`src/rtl/mips_alu_md_if.sv`:
```
// mips_alu_md_if -- request/response bundle for the mips_alu_md block.
//
// Request side (driven by the master):
//   valid_in     : an operation request is present this cycle
//   aluControl   : 4-bit operation code
//   in1, in2     : WIDTH-bit operands
//   shiftAmount  : SHW-bit shift distance
// Response side (driven by the slave, i.e. the ALU):
//   ready        : the ALU can accept a request this cycle
//   aluResult    : registered result
//   zero         : registered zero / compare flag
//   valid_out    : one-cycle pulse marking a completed operation
//   hi, lo       : multiply/divide result registers
//   div_by_zero  : last completed divide had a zero divisor
interface mips_alu_md_if #(
    parameter int WIDTH = 32,
    parameter int SHW   = 5
);
    logic             valid_in;
    logic             ready;
    logic [3:0]       aluControl;
    logic [WIDTH-1:0] in1;
    logic [WIDTH-1:0] in2;
    logic [SHW-1:0]   shiftAmount;
    logic [WIDTH-1:0] aluResult;
    logic             zero;
    logic             valid_out;
    logic [WIDTH-1:0] hi;
    logic [WIDTH-1:0] lo;
    logic             div_by_zero;

    modport master (
        output valid_in, aluControl, in1, in2, shiftAmount,
        input  ready, aluResult, zero, valid_out, hi, lo, div_by_zero
    );

    modport slave (
        input  valid_in, aluControl, in1, in2, shiftAmount,
        output ready, aluResult, zero, valid_out, hi, lo, div_by_zero
    );
endinterface

```
`src/rtl/mips_alu_md.sv`:
```
// mips_alu_md -- MIPS-style ALU with a sequential multiply/divide unit.
//
// Single-cycle ops (codes 0-13) produce aluResult/zero/valid_out on the
// edge that accepts them. MULTU (14) and DIVU (15) iterate one bit per
// cycle, then publish {hi,lo} with a valid_out pulse WIDTH+1 edges after
// acceptance. ready is high only while the sequencer is idle.
//
// Ports:
//   clk  : clock, rising-edge
//   rst  : asynchronous active-high reset
//   bus  : mips_alu_md_if.slave (request, operands, results, flags)
module mips_alu_md #(
    parameter int WIDTH = 32,
    parameter int SHW   = 5
) (
    input  logic           clk,
    input  logic           rst,
    mips_alu_md_if.slave   bus
);

    typedef enum logic [1:0] {
        IDLE,
        MUL,
        DIV,
        DONE
    } state_t;

    state_t           state;
    logic [SHW-1:0]   count;
    logic [WIDTH-1:0] acc_hi;
    logic [WIDTH-1:0] acc_lo;
    logic [WIDTH-1:0] opnd;
    logic             dz_pending;

    logic             accept;
    logic [WIDTH-1:0] single_result;
    logic             single_zero;

    logic [WIDTH-1:0] mul_add;
    logic [WIDTH:0]   mul_sum;
    logic [WIDTH:0]   div_shift;
    logic             div_ge;
    logic [WIDTH-1:0] div_diff;

    assign accept = bus.valid_in && bus.ready;

    // Combinational result for the single-cycle opcodes.
    always_comb begin
        single_result = '0;
        unique case (bus.aluControl)
            4'd0, 4'd1: single_result = bus.in1 + bus.in2;
            4'd2:       single_result = bus.in1 - bus.in2;
            4'd3:       single_result = bus.in1 & bus.in2;
            4'd4:       single_result = bus.in1 | bus.in2;
            4'd5:       single_result = bus.in1 << bus.shiftAmount;
            4'd6:       single_result = bus.in1 >> bus.shiftAmount;
            4'd7, 4'd8: single_result = bus.in1 - bus.in2;
            4'd9:       single_result = {{(WIDTH-1){1'b0}},
                                         ($signed(bus.in1) < $signed(bus.in2))};
            4'd10:      single_result = $signed(bus.in1) >>> bus.shiftAmount;
            4'd11:      single_result = bus.in1 ^ bus.in2;
            4'd12:      single_result = ~(bus.in1 | bus.in2);
            4'd13:      single_result = {{(WIDTH-1){1'b0}}, (bus.in1 < bus.in2)};
            default:    single_result = '0;
        endcase
    end

    // BEQ/BNE report the comparison in zero; everything else reports result==0.
    always_comb begin
        single_zero = (single_result == '0);
        if (bus.aluControl == 4'd7) begin
            single_zero = (bus.in1 == bus.in2);
        end else if (bus.aluControl == 4'd8) begin
            single_zero = (bus.in1 != bus.in2);
        end
    end

    // One iteration of shift-add multiply and restoring divide.
    // Multiply: acc_hi:acc_lo holds partial product : remaining multiplier.
    // Divide:   acc_hi:acc_lo holds partial remainder : dividend/quotient.
    // A zero divisor always "fits", so the quotient fills with ones and the
    // remainder ends up equal to the dividend without any special casing.
    always_comb begin
        mul_add   = acc_lo[0] ? opnd : '0;
        mul_sum   = {1'b0, acc_hi} + {1'b0, mul_add};
        div_shift = {acc_hi, acc_lo[WIDTH-1]};
        div_ge    = div_shift[WIDTH] || (div_shift[WIDTH-1:0] >= opnd);
        div_diff  = div_shift[WIDTH-1:0] - opnd;
    end

    // Sequencer and all registered outputs.
    always_ff @(posedge clk or posedge rst) begin
        if (rst) begin
            state           <= IDLE;
            count           <= '0;
            acc_hi          <= '0;
            acc_lo          <= '0;
            opnd            <= '0;
            dz_pending      <= 1'b0;
            bus.ready       <= 1'b1;
            bus.aluResult   <= '0;
            bus.zero        <= 1'b0;
            bus.valid_out   <= 1'b0;
            bus.hi          <= '0;
            bus.lo          <= '0;
            bus.div_by_zero <= 1'b0;
        end else begin
            bus.valid_out <= 1'b0;
            unique case (state)
                IDLE: begin
                    if (accept) begin
                        bus.div_by_zero <= 1'b0;
                        if (bus.aluControl == 4'd14) begin
                            state      <= MUL;
                            bus.ready  <= 1'b0;
                            count      <= '0;
                            acc_hi     <= '0;
                            acc_lo     <= bus.in2;
                            opnd       <= bus.in1;
                            dz_pending <= 1'b0;
                        end else if (bus.aluControl == 4'd15) begin
                            state      <= DIV;
                            bus.ready  <= 1'b0;
                            count      <= '0;
                            acc_hi     <= '0;
                            acc_lo     <= bus.in1;
                            opnd       <= bus.in2;
                            dz_pending <= (bus.in2 == '0);
                        end else begin
                            bus.aluResult <= single_result;
                            bus.zero      <= single_zero;
                            bus.valid_out <= 1'b1;
                        end
                    end
                end
                MUL: begin
                    acc_hi <= mul_sum[WIDTH:1];
                    acc_lo <= {mul_sum[0], acc_lo[WIDTH-1:1]};
                    count  <= count + SHW'(1);
                    if (count == SHW'(WIDTH - 1)) begin
                        state <= DONE;
                    end
                end
                DIV: begin
                    if (div_ge) begin
                        acc_hi <= div_diff;
                        acc_lo <= {acc_lo[WIDTH-2:0], 1'b1};
                    end else begin
                        acc_hi <= div_shift[WIDTH-1:0];
                        acc_lo <= {acc_lo[WIDTH-2:0], 1'b0};
                    end
                    count <= count + SHW'(1);
                    if (count == SHW'(WIDTH - 1)) begin
                        state <= DONE;
                    end
                end
                DONE: begin
                    bus.hi          <= acc_hi;
                    bus.lo          <= acc_lo;
                    bus.aluResult   <= acc_lo;
                    bus.zero        <= (acc_lo == '0);
                    bus.valid_out   <= 1'b1;
                    bus.div_by_zero <= dz_pending;
                    bus.ready       <= 1'b1;
                    count           <= '0;
                    state           <= IDLE;
                end
                default: begin
                    state     <= IDLE;
                    bus.ready <= 1'b1;
                end
            endcase
        end
    end

endmodule

```
`src/flat_wrapper.sv`:
```
// flat-port wrapper written by rule: the top's interface ports become plain ports
module mips_alu_md_flat 
#(
    parameter int WIDTH = 32,
    parameter int SHW   = 5
)
  (clk, rst, bus_valid_in, bus_aluControl, bus_in1, bus_in2, bus_shiftAmount, bus_ready, bus_aluResult, bus_zero, bus_valid_out, bus_hi, bus_lo, bus_div_by_zero);
  mips_alu_md_if #(.WIDTH(WIDTH), .SHW(SHW)) bus_i ();
  input  logic clk;
  input  logic rst;
  input wire logic [$bits(bus_i.valid_in)-1:0] bus_valid_in;
  input wire logic [$bits(bus_i.aluControl)-1:0] bus_aluControl;
  input wire logic [$bits(bus_i.in1)-1:0] bus_in1;
  input wire logic [$bits(bus_i.in2)-1:0] bus_in2;
  input wire logic [$bits(bus_i.shiftAmount)-1:0] bus_shiftAmount;
  output wire logic [$bits(bus_i.ready)-1:0] bus_ready;
  output wire logic [$bits(bus_i.aluResult)-1:0] bus_aluResult;
  output wire logic [$bits(bus_i.zero)-1:0] bus_zero;
  output wire logic [$bits(bus_i.valid_out)-1:0] bus_valid_out;
  output wire logic [$bits(bus_i.hi)-1:0] bus_hi;
  output wire logic [$bits(bus_i.lo)-1:0] bus_lo;
  output wire logic [$bits(bus_i.div_by_zero)-1:0] bus_div_by_zero;
  assign bus_i.valid_in = bus_valid_in;
  assign bus_i.aluControl = bus_aluControl;
  assign bus_i.in1 = bus_in1;
  assign bus_i.in2 = bus_in2;
  assign bus_i.shiftAmount = bus_shiftAmount;
  assign bus_ready = bus_i.ready;
  assign bus_aluResult = bus_i.aluResult;
  assign bus_zero = bus_i.zero;
  assign bus_valid_out = bus_i.valid_out;
  assign bus_hi = bus_i.hi;
  assign bus_lo = bus_i.lo;
  assign bus_div_by_zero = bus_i.div_by_zero;
  mips_alu_md #(.WIDTH(WIDTH), .SHW(SHW)) u_core (.clk(clk), .rst(rst), .bus(bus_i));
endmodule
```
`config.mk`:
```
export PLATFORM = sky130hd
export DESIGN_NAME = mips_alu_md_flat
export DESIGN_NICKNAME = d
export VERILOG_FILES = /design/src/rtl/mips_alu_md_if.sv /design/src/rtl/mips_alu_md.sv /design/src/flat_wrapper.sv
export SDC_FILE = /design/constraint.sdc
export NUM_CORES = 1
export LEC_CHECK = 0
export CAP_MARGIN = 20
export CELL_PAD_IN_SITES_DETAIL_PLACEMENT = 2
export CELL_PAD_IN_SITES_GLOBAL_PLACEMENT = 2
export CORE_UTILIZATION = 37
export CTS_CLUSTER_DIAMETER = 80
export DETAILED_ROUTE_END_ITERATION = 10
export PLACE_DENSITY_LB_ADDON = 0.1
export SETUP_SLACK_MARGIN = 0.1
export SKIP_CTS_REPAIR_TIMING = 1
export SYNTH_ARGS = -nofsm -noshare
export SYNTH_HDL_FRONTEND = slang
export SYNTH_SLANG_ARGS = --single-unit
```
`constraint.sdc`:
```
create_clock -name clk -period 8.9 [get_ports clk]
set_clock_uncertainty 0.2 [all_clocks]
set_input_delay 1.78 -clock clk [delete_from_list [all_inputs] [get_ports clk]]
set_output_delay 1.78 -clock clk [all_outputs]
set_load 0.01 [all_outputs]
```
==> flow_summary.yaml, run 1 <==
power:
  power-per-cell-area_nw_per_um2: 319
  vdd.ir_drop.worst_mv: 0.348
  leakagePower_nw: 11.3
synth:
  synthFlopType: "dfrtp_1"
  synthArstFlopShare_pct: 100
  yosysTopAreaCellShare_pct: 21.5
  syn-instance-count: 2998
  synth_compound_area_share_pct: 27.7
  synth_sequential_area_ratio_pct: 21.6
  synth_area_leaders: "dfrtp_1 (21%), ha_1 (8.9%), o21ai_0 (5.3%)"
  synth_area_sq_um: 23700
  most_area_hungry_cell_type_in_the_yosys_netlist: "dfrtp_1"
  number_of_warnings_reported_in_the_yosys_synthesis_log: 0
  largest_family_of_logic_cells_by_synthesized_area: "compound AO/OA/AOI/OAI gates"
  number_of_enable_flip_flop_cells_after_synthesis: 0
  synth.cells.most_frequent: "nand2_1 (302), nor2_1 (261), o21ai_0 (249)"
  synthesis.area_per_instance_sq_um: 7.89
  ys_ff_latch: 204
  synth_simple_gate_area_share_pct: 17.4
  synth_fp_nets: 3247
  synth_cell_type_count: 102
  synthXorXnorAreaFrac_pct: 2.78
  muxShareOfSynthArea_pct: 14.2
  synth_most_common_cell: "nand2_1"
  yosys.area_share.adder_pct: 9.32
place:
  dp.final_hpwl_mm: 101
  io_buffer_count: 175
  post_dp_cell_area_sq_um: 26100
  post_place_worst_slack_ns: 1.07
  routabilityCongestion: 1.01
critical_path:
  r2r_cells: 16
  critPathMostFrequentCell: "nor4_1"
  cp_cell_sequence: "clkdlybuf4s50_1, inv_1, ha_1, a211oi_1, o21a_1, nor4_1, or3_1, o22ai_1, o21ai_0, nand4_1, or4_1, nor4_1, nand4b_1, o21ai_1"
  critPathMaxFanout: 11
  worst-r2r-setup-slack_ns: 3.54
  critical_path.startpoint_type: "primary input"
  arrival_ns: 7.92
  worst-endpoint-required_ns: 9.17
  timing.critical_path.slowest_cell_delay_ns: 0.83
  setup_crit_path_kind: "in -> reg"
  end_kind: "flop"
  cp_slowest_cell: "nor4_1"
  r2r-end: "u_core.acc_hi[26]"
  regToRegStartpoint: "u_core.acc_lo[31]"
timing:
  finalSetupTns_ns: 0
  post-route-min-period_ns: 7.65
  slew_hr_pct: 21.1
  achievable-frequency_mhz: 131
  timing_max_transition_violations_final: 0
  timing.final.hold_violations: 0
  rsz_0062_raised_after_global_routing: "false"
  fin_ws_ns: 1.25
  fin_crit_sh_pct: 86.0
  worstMarginPinSlew_ns: 1.18
  final_setup_violating_endpoints: 0
  hold_slack_ns: 0.287
layout:
  register_cell_area_after_layout_sq_um: 5110
  fillers: 7167
  multi_input_comb_area_sq_um: 17000
  stdcell_area_sq_um: 26900
  areaGrowthSynthToFinish_pct: 13.5
  nets: 3278
  ratio_of_cells_with_drive_above_1_in_the_final_layout_pct: 9.76
floorplan:
  die_footprint_sq_um: 65000
  die_y_microns: 255
  start_util_pct: 37.5
  core_area_sq_um: 63100
  die_w_microns: 255
  num_rows: 92
  io-pin-count: 176
clock_network:
  clk_pin_slew_ns: 0.06
  cts_buffers: 25
  cts_max_level: 1
  clockRootBuffer: "clkbuf_16"
  clock_sink_count: 204
  insertion_delay_ns: 0.54
  cts_max_path_buffers: 3
  tritoncts_clock_tree: "done"
routing:
  route.antenna.remaining_nets: 0
  routed_wirelength_normalized_by_instance_count_microns: 33.9
  route.detailed.vias_per_inst: 6.69
  dr.first_iter.drc_count: 2257
  route.detailed.drc: 0
  routed-via-count: 26000
  drt_wl_total_mm: 132
  detailedRoute.firstPassIterationCount: 6
min_path:
  holdPathStages: 1
  min_delay_worst_endpoint: "u_core.bus.aluResult[28]"
  hp-start: "u_core.bus.aluResult[28]"
  min_path_type: "reg -> reg"
global_routing:
  grt_pass1_wl_mm: 191
  globalRouteOverflowTotal: 0
  grt_start_max_net_pins: 145
  grt_pass1_vias: 27200
  grt_antenna_before_repair: 11
  track_usage_pct: 39.9
run:
  max_capacitance_violation_total: 0
run_status:
  outcome: "completed"
[critical path, delay by kind of cell]
| family | cells | cell delay (ns) |
|---|---|---|
| AO/OA/AOI/OAI | 5 | 1.44 |
| adder cells (fa/ha/maj) | 1 | 0.49 |
| buffers and inverters | 2 | 1.16 |
| AND/OR/NAND/NOR | 6 | 3.03 |
[state kept, by name, indices dropped and copies added, names as in the netlist, 2 cells and up]
register / cells
u_core.count: 5
u_core.opnd: 32
u_core.bus.aluResult: 32
u_core.acc_lo: 32
u_core.state: 2
u_core.bus.hi: 32
u_core.bus.lo: 32
u_core.acc_hi: 32
[cell type report]
type,count,share of cell area (%)
diodes,5,0.0466
clock buffers,33,2.52
well taps,846,3.94
flip-flops and latches,204,19.0
clock inverters,7,0.368
repair buffers,240,8.37
inverters,177,2.50
multi-input cells,2381,63.3
[logic make-up after synthesis]
logic type | Yosys count
compound gates | 995
simple gates | 883
buf+inv | 413
mux | 254
flops | 204
fa+ha+maj | 174
xor+xnor | 75
[cells in the final DEF (no fill, tap or decap), drive strengths merged, types with 10 or more instances in the layout]
master and n:
o21a 10, or3 18, a221o 12, clkbuf 33, a21o 49, nor2b 25, buf 70, mux2i 111
nand2 302, nand2b 23, a31oi 24, o22ai 32, a2111oi 10, xor2 19, nand4 17, a211oi 49
o2111ai 15, and3 13, o31ai 14, nand3 48, o21ai 262, and2 43, nor4 32, nor3 49
inv 177, clkdlybuf4s50 170, o21bai 28, ha 169, o211ai 38, a22oi 49, o221ai 36, nor2 261
mux2 89, a221oi 30, mux4 54, xnor2 56, a21oi 229, dfrtp 203
[per-stage QoR]
| stage | utilization [%] | instances | power, mW |
|---|---|---|---|
| floorplan | - | 2998 | 5.26 |
| global placement | 41.3 | 3846 | 7.00 |
| detailed placement | 41.3 | 3847 | 7.34 |
| CTS | 42.5 | 3887 | 8.52 |
| global route | 42.6 | 3889 | 9.06 |
| finish | 42.6 | 3893 | 8.57 |
[power by group]
part	switching, mW	total, mW	internal, mW
Sequential	0.538	1.87	1.33
Clock	0.420	1.01	0.588
Combinational	3.46	5.69	2.23
Total	4.42	8.57	4.16
[layer usage]
layer | vias to the layer above | GRT usage [%] | part of all wire [%]
met5 | - | 0 | 0.063
met4 | 12 | 19.1 | 5.4
met3 | 295 | 4.88 | 6.5
met2 | 1100 | 66.2 | 47
met1 | 13500 | 51.3 | 41
li1 | 11100 | - | -
[worst max path at each step]
| stage | from | depth (start not counted) | slack [ns] | to |
|---|---|---|---|---|
| after floorplan | rst | 1 | 1.35 | u_core.acc_hi[0] |
| after global placement | bus_in1[1] | 14 | 1.0 | u_core.bus.zero |
| after detailed placement | bus_in1[1] | 14 | 1.07 | u_core.bus.zero |
| after CTS | bus_in1[1] | 14 | 1.63 | u_core.bus.zero |
| after global routing | bus_in1[1] | 14 | 1.21 | u_core.bus.zero |
| final | bus_in1[1] | 14 | 1.25 | u_core.bus.zero |
Power figures use the tool's default switching activity.
==> run 2: changes to the inputs <==
--- a/config.mk
+++ b/config.mk
@@ -12,4 +12,5 @@
 export CTS_CLUSTER_DIAMETER = 80
 export DETAILED_ROUTE_END_ITERATION = 10
+export GPL_ROUTABILITY_DRIVEN = 1
 export PLACE_DENSITY_LB_ADDON = 0.1
 export SETUP_SLACK_MARGIN = 0.1
==> constraint.sdc (replaced) <==
create_clock -name clk -period 8.9 [get_ports clk]
set_clock_uncertainty 0.2 [all_clocks]
set_input_delay 2.67 -clock clk [delete_from_list [all_inputs] [get_ports clk]]
set_output_delay 2.67 -clock clk [all_outputs]
set_load 0.01 [all_outputs]
==> run 2 against run 1 <==
  * Clock-buffer cell count grew 2
  * Core utilization grew 0.27 points
  * Largest power group unchanged
  * Critical path type unchanged
  * Hold slack gained 0.018 ns
  * Critical path depth shrank 1
  * Largest cell class unchanged
  * Non-clock buffer count grew 12
  * Routed wire length shrank 0.59%
  * Register-to-register slack lost 0.04 ns
  * Flip-flop and latch count is the same
  * Total power is essentially flat
==> flow_summary.yaml, run 2 (synthesis gave the netlist of run 1 again) <==
timing:
  finalSetupTns_ns: 0
  slew_hr_pct: 27.3
  fin_crit_sh_pct: 94.4
  final_setup_violating_endpoints: 0
  worstMarginPinSlew_ns: 1.08
  post-route-min-period_ns: 8.40
  timing.final.hold_violations: 0
  achievable-frequency_mhz: 119
  timing_max_transition_violations_final: 0
  rsz_0062_raised_after_global_routing: "false"
clock_network:
  cts_buffers: 25
  tritoncts_clock_tree: "done"
  clock_sink_count: 204
  cts_max_path_buffers: 3
  cts_max_level: 1
  insertion_delay_ns: 0.56
  clockRootBuffer: "clkbuf_16"
  clk_pin_slew_ns: 0.06
layout:
  ratio_of_cells_with_drive_above_1_in_the_final_layout_pct: 10.3
  nets: 3290
  layout_common_cells: "nand2_1 (300), nor2_1 (261), o21ai_0 (248), a21oi_1 (227), dfrtp_1 (203)"
  fillers: 7187
  areaGrowthSynthToFinish_pct: 14.2
  utilization_pct: 42.8
  final_common_cell: "nand2_1"
floorplan:
  num_rows: 92
  core_area_sq_um: 63100
  die_y_microns: 255
  die_w_microns: 255
  io-pin-count: 176
  start_util_pct: 37.5
  die_footprint_sq_um: 65000
power:
  switching_power_mw: 4.37
  p_int_mw: 4.20
  netSwitchingFraction_pct: 51.0
  leakagePower_nw: 11.4
  vdd.ir_drop.worst_mv: 0.343
  power.sequential.fraction_pct: 22.0
  power-per-cell-area_nw_per_um2: 317
  clockPowerShare_pct: 12.4
  combinationalPowerShare_pct: 65.6
routing:
  detailedRoute.firstPassIterationCount: 6
  routed-via-count: 26100
  route.antenna.remaining_nets: 0
  wl_met2_mm: 61.0
  met1Wirelength_mm: 53.6
  route.detailed.vias_per_inst: 6.67
  route.detailed.drc: 0
  highest_layer: "met5"
  dr.first_iter.drc_count: 2414
  routed_wirelength_normalized_by_instance_count_microns: 33.5
  detail_route_met3_wl_mm: 8.44
  drt_wl_total_mm: 131
critical_path:
  arrival_ns: 8.68
  setup_crit_path_kind: "in -> reg"
  end_kind: "flop"
  critPathMaxFanout: 13
  worst-endpoint-required_ns: 9.18
  worst-r2r-setup-slack_ns: 3.50
  critical_path.startpoint_type: "primary input"
place:
  dp.final_hpwl_mm: 101
  io_buffer_count: 175
  routabilityCongestion: 1.06
global_routing:
  grt_start_max_net_pins: 88
  grt_pass1_wl_mm: 190
  grt_antenna_before_repair: 13
  grt_pass1_vias: 27200
  globalRouteOverflowTotal: 0
  track_usage_pct: 39.5
run_status:
  outcome: "completed"
min_path:
  min_path_type: "reg -> reg"
run:
  max_capacitance_violation_total: 0
-- run 2: changes by cell type in the layout (fill, tap and decap cells not counted) --
cell	previous run	this run
buf_16	0	1
buf_4	66	77
clkbuf_1	6	4
clkbuf_8	2	6
clkinv_2	1	3
clkinv_4	2	0
clkinvlp_4	1	2
diode_2	5	8
inv_6	1	2
nor4b_1	2	3
nor4b_2	1	0
-- run 2: critical path, cell delays in order --
cell,delay (ns)
clkdlybuf4s50_1,1.09
inv_1,0.24
ha_1,0.61
nand4_1,0.18
nor4_1,0.74
or3_1,0.28
o22ai_1,0.10
o21ai_0,0.69
nand4_1,0.56
or4_1,0.65
nor4_1,0.50
nand4b_1,0.17
o21ai_1,0.17
-- run 2: power groups by stage --
stage / sequential, mW / clock, mW / combinational, mW
global placement: 1.84 / 0 / 5.17
finish: 1.89 / 1.06 / 5.63
floorplan: 1.71 / 0 / 3.55
detailed placement: 1.87 / 0 / 5.45
CTS: 1.87 / 1.07 / 5.56
global route: 1.91 / 1.10 / 6.03
-- run 2: final timing paths --
| check | start | to | depth (start not counted) |
|---|---|---|---|
| setup / recovery | bus_in1[12] | u_core.bus.zero | 13 |
| hold / removal | u_core.bus.aluResult[26] | u_core.bus.aluResult[26] | 1 |
| setup reg to reg | u_core.acc_lo[31] | u_core.acc_hi[22] | 15 |
| hold reg to reg | u_core.bus.aluResult[26] | u_core.bus.aluResult[26] | 1 |
| max in group asynchronous | rst | u_core.bus.aluResult[29] | 3 |
| min in group asynchronous | rst | u_core.acc_hi[4] | 2 |
-- run 2: routing by layer --
layer / global-route usage (%) / up-vias
met1: 49.7 / 13600
met3: 5.57 / 305
met4: 21.1 / 16
li1: - / 11100
met2: 65.2 / 1071
met5: 0 / -
-- run 2: metrics by stage --
step                std cells  hold slack (ns)  total power [mW]  setup WS [ns]  instance area, sq um
floorplan                2998            0.245              5.26          0.464                 23700
global placement         3857            0.256              7.01          0.260                 26100
detailed placement       3858            0.287              7.32          0.202                 26100
CTS                      3902            0.304              8.50          0.768                 27000
global route             3905            0.328              9.04          0.477                 27000
finish                   3912            0.305              8.57          0.498                 27000
-- run 2: layout make-up --
type / instances / area [sq um] / share of cell area [%]
multi-input combinational: 2381 / 17000 / 62.8
sequential: 204 / 5110 / 18.9
timing repair buffer: 252 / 2360 / 8.72
tap: 846 / 1060 / 3.92
clock buffer: 35 / 723 / 2.68
inverter: 177 / 672 / 2.49
clock inverter: 9 / 108 / 0.398
antenna: 8 / 20.0 / 0.0741
==> run 3: changes to the inputs <==
Settings changed: CORE_MARGIN set to 2, CTS_CLUSTER_SIZE set to 28.
==> run 3 against run 2 <==
  * Total power shrank 3.1%
  * Final area shrank 0.33%
  * Non-clock buffer count grew 12
  * Register-to-register slack is essentially flat
  * Via count shrank 2.3%
  * Hold slack lost 0.013 ns
  * Largest power group unchanged
==> flow_summary.yaml, run 3 (synthesis gave the netlist of run 1 again) <==
critical_path:
  end_kind: "flop"
  cp_cell_sequence: "clkdlybuf4s50_1, inv_1, ha_1, nand2_1, nor4_1, or3_1, o22ai_1, o21ai_0, nand4_1, or4_1, nor4_1, nand4b_1, o21ai_1"
  critPathMaxFanout: 13
  worst-endpoint-required_ns: 9.17
  arrival_ns: 8.06
  cp_slowest_cell: "clkdlybuf4s50_1"
  critical_path.startpoint_type: "primary input"
  r2r_cells: 15
  timing.critical_path.slowest_cell_delay_ns: 0.96
  setup_crit_path_kind: "in -> reg"
  critPathMostFrequentCell: "nor4_1"
place:
  routabilityCongestion: 1.02
  dp.final_hpwl_mm: 96.1
  io_buffer_count: 175
  dp_cell_count: 3870
global_routing:
  grt_pass1_wl_mm: 184
  grt_antenna_before_repair: 8
  grt_pass1_vias: 26800
  track_usage_pct: 36.8
  grt_start_max_net_pins: 122
  globalRouteOverflowTotal: 0
routing:
  route.antenna.remaining_nets: 0
  detailedRoute.firstPassIterationCount: 5
  dr.first_iter.drc_count: 2094
  routed-via-count: 25500
  drt_wl_total_mm: 124
  routed_wirelength_normalized_by_instance_count_microns: 31.8
  route.detailed.drc: 0
  route.detailed.vias_per_inst: 6.52
layout:
  layout_common_cells: "nand2_1 (300), nor2_1 (261), o21ai_0 (248), a21oi_1 (227), dfrtp_1 (203)"
  fillers: 7084
  multi_input_comb_area_sq_um: 17000
  stdcell_count: 3909
  register_cell_area_after_layout_sq_um: 5110
  final_common_cell: "nand2_1"
  ratio_of_cells_with_drive_above_1_in_the_final_layout_pct: 10.4
  nets: 3296
  areaGrowthSynthToFinish_pct: 13.9
floorplan:
  num_rows: 92
  die_footprint_sq_um: 66000
  io-pin-count: 176
  start_util_pct: 37.4
  core_area_sq_um: 63200
  die_w_microns: 257
  die_y_microns: 257
min_path:
  holdPathStages: 2
  min_path_type: "reg -> reg"
timing:
  final_setup_violating_endpoints: 0
  achievable-frequency_mhz: 128
  rsz_0062_raised_after_global_routing: "false"
  fin_crit_sh_pct: 87.5
  timing_max_transition_violations_final: 0
  timing.final.hold_violations: 0
  post-route-min-period_ns: 7.79
  finalSetupTns_ns: 0
  slew_hr_pct: 30.1
  worstMarginPinSlew_ns: 1.04
clock_network:
  clk_pin_slew_ns: 0.08
  cts_buffers: 19
  insertion_delay_ns: 0.55
  tritoncts_clock_tree: "done"
  cts_max_path_buffers: 3
  clock_sink_count: 204
  clockRootBuffer: "clkbuf_16"
  cts_max_level: 1
run:
  max_capacitance_violation_total: 0
power:
  power-per-cell-area_nw_per_um2: 309
  power_after_layout_mw: 8.31
  leakagePower_nw: 11.4
  vdd.ir_drop.worst_mv: 0.298
run_status:
  outcome: "completed"
## run 3: cell count changes in the layout (fill, tap and decap cells not counted), moves of 4 or more
cell,before,now
inv_8,1,5
buf_4,77,87
diode_2,8,3
clkbuf_16,25,19
clkbuf_8,6,1
## run 3: final timing paths
kind                                endpoint        startpoint  slack, ns
max                          u_core.bus.zero        bus_in1[8]       1.11
min                          u_core.count[4]   u_core.count[4]       0.29
max reg2reg                u_core.acc_hi[31]  u_core.acc_lo[0]       3.51
min reg2reg                  u_core.count[4]   u_core.count[4]       0.29
max in group asynchronous     u_core.opnd[9]               rst       4.89
min in group asynchronous   u_core.bus.hi[5]               rst       2.44
## run 3: report_power, final
group	internal [mW]	switching (mW)
combinational	2.25	3.31
sequential	1.33	0.496
clock	0.485	0.441
total	4.07	4.24
## run 3: layer usage
metal	wire [microns]	share of wire, %	track usage [%]	vias to the layer above
met5	39	0.031	0	-
met4	7300	5.9	18.4	6
met3	7200	5.8	5.04	270
met2	57600	46	60.7	981
met1	52100	42	47.1	13100
li1	-	-	-	11100
## run 3: stage by stage
step	hold slack, ns	utilization, %	worst slack (ns)	area, sq um
2_1_floorplan	0.245	-	0.464	23700
3_3_place_gp	0.256	41.5	0.749	26200
3_5_place_dp	0.285	41.5	0.665	26200
4_1_cts	0.302	42.6	1.22	26900
5_1_grt	0.328	42.6	0.975	26900
6_report	0.292	42.6	1.11	26900
## run 3: area by class of cell
class	count	share of cell area, %
diodes	3	0.0279
clock buffers	21	1.83
clock inverters	13	0.701
inverters	177	2.49
multi-input cells	2381	63.0
flip-flops and latches	204	19.0
well taps	846	3.93
repair buffers	264	9.04
## run 3: critical path, delay by kind of cell
| family | cells | cell delay [ns] |
|---|---|---|
| fa+ha+maj | 1 | 0.62 |
| buf+inv | 2 | 1.25 |
| compound gates | 3 | 0.93 |
| simple gates | 7 | 2.57 |
